--- src/rtl/down_counter_prescaled.sv ---
// down_counter_prescaled: loadable down-counter with prescaled ticks, terminal-count pulse and optional auto-reload; DOWN_COUNTER_FAST_SIM_EN makes every enabled cycle a tick
module down_counter_prescaled #(
  parameter int WIDTH = 4,
  parameter int DIV_COUNT = 50000000
) (
  input  logic             clk,
  input  logic             rst,
  input  logic             en,
  input  logic             load,
  input  logic [WIDTH-1:0] load_val,
  input  logic             auto_reload,
  output logic [WIDTH-1:0] counter,
  output logic             tc,
  output logic             running,
  output logic             expired
);
  typedef enum logic [1:0] {IDLE, COUNTING, EXPIRED} state_t;
  state_t state;
  logic [WIDTH-1:0] reload_reg;
  logic adv;
  logic tick;
  assign adv = state == COUNTING && en && !load;
  assign running = state == COUNTING;
  assign expired = state == EXPIRED;
`ifdef DOWN_COUNTER_FAST_SIM_EN
  assign tick = adv;
`else
  localparam int PW = DIV_COUNT > 1 ? $clog2(DIV_COUNT) : 1;
  localparam logic [PW-1:0] DIV_LAST = PW'(DIV_COUNT - 1);
  logic [PW-1:0] div_cnt;
  assign tick = adv && div_cnt == DIV_LAST;
  always_ff @(posedge clk)
    if (rst || load) div_cnt <= '0;
    else if (adv) div_cnt <= tick ? '0 : div_cnt + PW'(1);
`endif
  always_ff @(posedge clk)
    if (rst) begin
      state <= IDLE;
      counter <= '0;
      reload_reg <= '0;
      tc <= 1'b0;
    end else if (load) begin
      state <= load_val != '0 ? COUNTING : EXPIRED;
      counter <= load_val;
      reload_reg <= load_val;
      tc <= 1'b0;
    end else begin
      tc <= tick && counter == WIDTH'(1);
      counter <= tick ? (counter == '0 ? reload_reg : counter - WIDTH'(1)) : counter;
      state <= tick && counter == WIDTH'(1) && (!auto_reload || reload_reg == '0) ? EXPIRED : state;
    end
endmodule

--- config.mk ---
export PLATFORM = sky130hd
export DESIGN_NAME = down_counter_prescaled
export DESIGN_NICKNAME = d
export VERILOG_FILES = /design/src/rtl/down_counter_prescaled.sv
export SDC_FILE = /design/constraint.sdc
export NUM_CORES = 1
export LEC_CHECK = 0
export CORE_MARGIN = 4
export CORE_UTILIZATION = 55
export CTS_CLUSTER_DIAMETER = 150
export DETAILED_ROUTE_END_ITERATION = 8
export PLACE_DENSITY = 0.76
export RECOVER_POWER = 25
export SLEW_MARGIN = 10
export SYNTH_ARGS = -nofsm -noshare
export SYNTH_HDL_FRONTEND = slang
export SYNTH_SLANG_ARGS = --single-unit
--- constraint.sdc ---
create_clock -name clk -period 4 [get_ports clk]
set_input_delay 0.8 -clock clk [delete_from_list [all_inputs] [get_ports clk]]
set_output_delay 0.8 -clock clk [all_outputs]
set_load 0.005 [all_outputs]
# == After elaboration in Yosys (flattened, before gate mapping) ==
# Cells that the tools add are included.
# word_totals
elab_cells,33
reg_bits,37
output_inout_bits,7
# op_classes
n_eq_ne,4
n_reduce_logical,15
n_addsub,2
muxes,7
# op_table
operator,count
"adder 26 x 1 -> 26 bit, second input constant",1
"== test 26 bit, second input constant",1
two-way mux 26 bit,1
two-way mux 4 bit,3
logical NOT 4 bit,2
two-way mux 2 bit,3
logical AND 1 bit,5
"== test 4 x 1 -> 1 bit, second input constant",1
nonzero test 2 bit,2
nonzero test 4 bit,1
"subtractor 4 x 1 -> 4 bit, second input constant",1
"== test 2 x 1 -> 1 bit, second input constant",1
"== test 2 bit, second input constant",1
logical NOT 1 bit,2
logical OR 1 bit,2
OR reduction 2 bit,1

# == Depth between registers and ports, before layout ==
# logic_depth
ltp_word,8
depth_mapped,8
mapped_depth_nobuf,7

# == Worst setup path before layout ==
# Ideal clock, no wire load.
# synth_timing
path_type,input to register
from,input port load
to,register counter[0]
t_arrival_ns,2.168
required_time_ns,3.878
path_stages,6
path_slack_ns,1.710
cell_sequence,nand4bb_1 > clkbuf_1 > nor3_2 > nand3_1 > buf_2 > a311o_1
# synth_between
elab_chain_len,4
word_cells_on_any_way,5
classes_between,mux (1); reduce/logical (4)
# synth_rtl
element,line_no,source
from (decl),9,"input logic load,"
logical NOT 1 bit,22,assign adv = state == COUNTING && en && !load;
logical AND 1 bit,22,
logical AND 1 bit,31,assign tick = adv && div_cnt == DIV_LAST;
nonzero test 2 bit (no source line),-,
to (signal assigned),44,counter <= load_val;
to (signal assigned),49,counter <= tick ? (counter == '0 ? reload_reg : counter - WIDTH'(1)) : counter;
to (decl),12,"output logic [WIDTH-1:0] counter,"
# Several ways; a longest one is shown, not always the timed one.
# A chain may end at the register's enable or synchronous reset.

# == Worst setup path after layout ==
# layout_timing
from,input port load
to,register div_cnt[25]
# layout_between
elab_chain_len,4
word_cells_on_any_way,5
classes_between,mux (1); reduce/logical (4)
# layout_rtl
element,line_no,source
logical NOT 1 bit,22,
logical AND 1 bit,22,
logical AND 1 bit,31,
two-way mux 26 bit,34,else if (adv) div_cnt <= tick ? '0 : div_cnt + PW'(1);
to (signal assigned),34,
to (decl),30,logic [PW-1:0] div_cnt;
# Several ways; a longest one is shown, not always the timed one.

==> flow_summary.json <==
{
  "cts_buffer_depth": 2,
  "dp_hpwl_mm": 2.84,
  "die_x_microns": 67.0,
  "cp_slowest_stage_delay_ns": 0.57,
  "whs_ns": 0.493,
  "setup_viol": 0,
  "rsz0062_at_grt": "no",
  "yosysWarnings": 0,
  "cp-start-kind": "input port",
  "ir_drop_mv": 0.306,
  "grt_max_degree": 20,
  "drt_wl_total_mm": 3.92,
  "cts_sinks": 37,
  "fin_skew_ns": 0.00624,
  "drc": 0,
  "antenna_found_initial": 0,
  "row_count": 21,
  "hold_class": "register to register",
  "grt_pass1_vias": 1500,
  "reg2reg_depth": 5,
  "fin_setup_tns_ns": 0,
  "largest_register_ffs": 26,
  "final_layout_size_suffix_gt1_frac": 0.0735,
  "track_usage": 0.199,
  "cts_buffers": 5,
  "io_pins": 16,
  "fp.dieArea_sq_um": 4490,
  "regToRegEndpoint": "div_cnt[25]",
  "grt_pass1_wl_mm": 6.78,
  "max_clock_freq_ghz": 0.332,
  "hold_buffers": 0,
  "place_congestion": 0.854,
  "dp_cells": 283,
  "leakage_nw": 0.702,
  "rrSetupSlack_ns": 1.27,
  "outcome": "complete, no violations",
  "min_period_over_period": 0.753,
  "syn-num-nets": 240,
  "tightest_slew_ns": 0.844,
  "viasPerCell": 5.63,
  "maxSlewViolCount": 0,
  "reg2reg_from": "div_cnt[14]",
  "end_kind": "register",
  "crit_chain": "dlygate4sd3_1, nand4bb_1, nor3_2, buf_4, nand3_1, nand2_1, o21ba_2",
  "required_ns": 4.25,
  "seq_area_frac_synth": 0.387,
  "cts_tree": "built",
  "clock_latency_ns": 0.35,
  "final_core_util": 0.655,
  "die_h_microns": 67.0,
  "io_buffers": 15,
  "design_area_sq_um": 2180,
  "clockRootBuffer": "clkbuf_4",
  "hold_viol": 0,
  "syn_inst": 228,
  "path_clk_slew_ns": 0.10,
  "syn_area_sq_um": 1920,
  "finalNetCount": 256,
  "hold_depth": 2,
  "crit_type": "input port to register",
  "syn_to_final_growth_pct": 14.0,
  "instances_no_fill": 291,
  "vias": 1639,
  "grt_overflow": 0,
  "ys_ff_latch": 37,
  "syn_area_per_cell_sq_um": 8.40,
  "slowest_stage": "nand2_1",
  "synthFlopType": "dfxtp_1",
  "layout_min_cycle_time_ns": 3.01,
  "cp.arrival_ns": 3.26,
  "drtAntennaViolNets": 0,
  "drv_cap": 0,
  "finalWorstSetupSlack_ns": 0.989,
  "total_power_uw": 711,
  "drt-pass1-iter-count": 4,
  "synth_cell_types": 48,
  "synthArstFlopShare": 0,
  "worstPathMaxFanout": 14,
  "worstHoldEndpoint": "div_cnt[1]",
  "worstHoldStart": "div_cnt[1]",
  "p_per_area_nw_per_um2": 325,
  "initial_core_util": 0.574,
  "core_sq_um": 3340,
  "dp_slack_ns": 0.751,
  "placed_cell_area_sq_um": 2100,
  "synth_edf_count": 0,
  "avgRoutedWirePerCell_microns": 13.5,
  "h-tree-depth": 2,
  "cts_setup_buffers": 0,
  "first_iter_violations": 104,
  "slew_headroom": 0.438,
  "insertedDiodeCount": 0,
  "post_cts_resized": 0
}
final cells by class:
type	count	area, sq um
multi-input combinational	174	1110
timing repair buffer	17	161
clock inverter	1	30.0
sequential	37	741
tap	46	57.6
clock buffer	7	55.1
inverter	9	33.8
fill	289	1150
cells by family after synthesis:
group,share of synthesized area
XOR/XNOR,0.0777
multiplexers,0.0261
adder cells (fa/ha/maj),0.0196
buffers and inverters,0.0359
AO/OA/AOI/OAI,0.124
flip-flops,0.387
AND/OR/NAND/NOR,0.330
cell usage in the layout (no fill, tap or decap), types with 2 or more instances in the layout:
master,instances
ha_1,3
mux2i_1,5
a211oi_1,3
nor2b_1,4
a21oi_1,12
clkbuf_4,5
o211ai_1,2
or4_1,3
xor2_1,13
nand2_1,19
clkbuf_1,2
nor3_1,9
or3_1,3
nor4_1,4
inv_1,9
or4b_1,2
nor3_2,2
nand4_1,7
nor2_1,31
o21ai_0,5
dfxtp_1,37
dlygate4sd3_1,3
clkdlybuf4s50_1,12
nand3b_1,2
nand3_1,17
nor3b_1,2
xnor2_1,4
cells in the mapped netlist, drive strengths merged (2+ instances only):
cell type / instances / area, sq um
a2111oi: 2 / 23.8
a211oi: 4 / 35.0
a21oi: 12 / 60.1
buf: 2 / 12.5
clkbuf: 6 / 22.5
dfxtp: 37 / 741
ha: 3 / 37.5
inv: 9 / 33.8
mux2i: 5 / 50.1
nand2: 19 / 71.3
nand3: 18 / 95.1
nand3b: 2 / 15.0
nand4: 8 / 65.1
nor2: 31 / 116
nor2b: 4 / 25.0
nor3: 11 / 65.1
nor3b: 2 / 15.0
nor4: 5 / 46.3
o211ai: 2 / 15.0
o21ai: 5 / 25.0
o31a: 2 / 18.8
or3: 4 / 26.3
or4: 3 / 22.5
or4b: 2 / 20.0
xnor2: 4 / 35.0
xor2: 13 / 114
per-layer routing:
| metal | routed length [microns] | up-vias | global-route usage | part of all wire |
|---|---|---|---|---|
| li1 | - | 847 | - | - |
| met1 | 1890 | 759 | 0.256 | 0.48 |
| met2 | 1810 | 25 | 0.309 | 0.46 |
| met3 | 131 | 8 | 0.0422 | 0.033 |
| met4 | 82 | 0 | 0.106 | 0.021 |
| met5 | 0 | - | 0 | 0 |
how the worst max path moves through the flow:
stage	from	end	slack, ns	cells past startpoint
2_1_floorplan	load	counter[0]	1.71	6
3_3_place_gp	load	div_cnt[25]	0.83	7
3_5_place_dp	load	div_cnt[25]	0.75	7
4_1_cts	load	div_cnt[25]	1.13	7
5_1_grt	load	div_cnt[25]	0.74	7
6_report	load	div_cnt[25]	0.99	7
power by group:
group / switching, mW / leakage (nW) / internal (mW)
sequential: 0.00823 / 0.300 / 0.375
combinational: 0.0268 / 0.356 / 0.0286
clock: 0.123 / 0.0455 / 0.149
worst max-delay path: cells and delay by family:
kind | cells | cell delay, ns
simple gates | 4 | 1.49
buf+inv | 2 | 0.73
compound gates | 1 | 0.23
(Power assumes the default switching activity.)
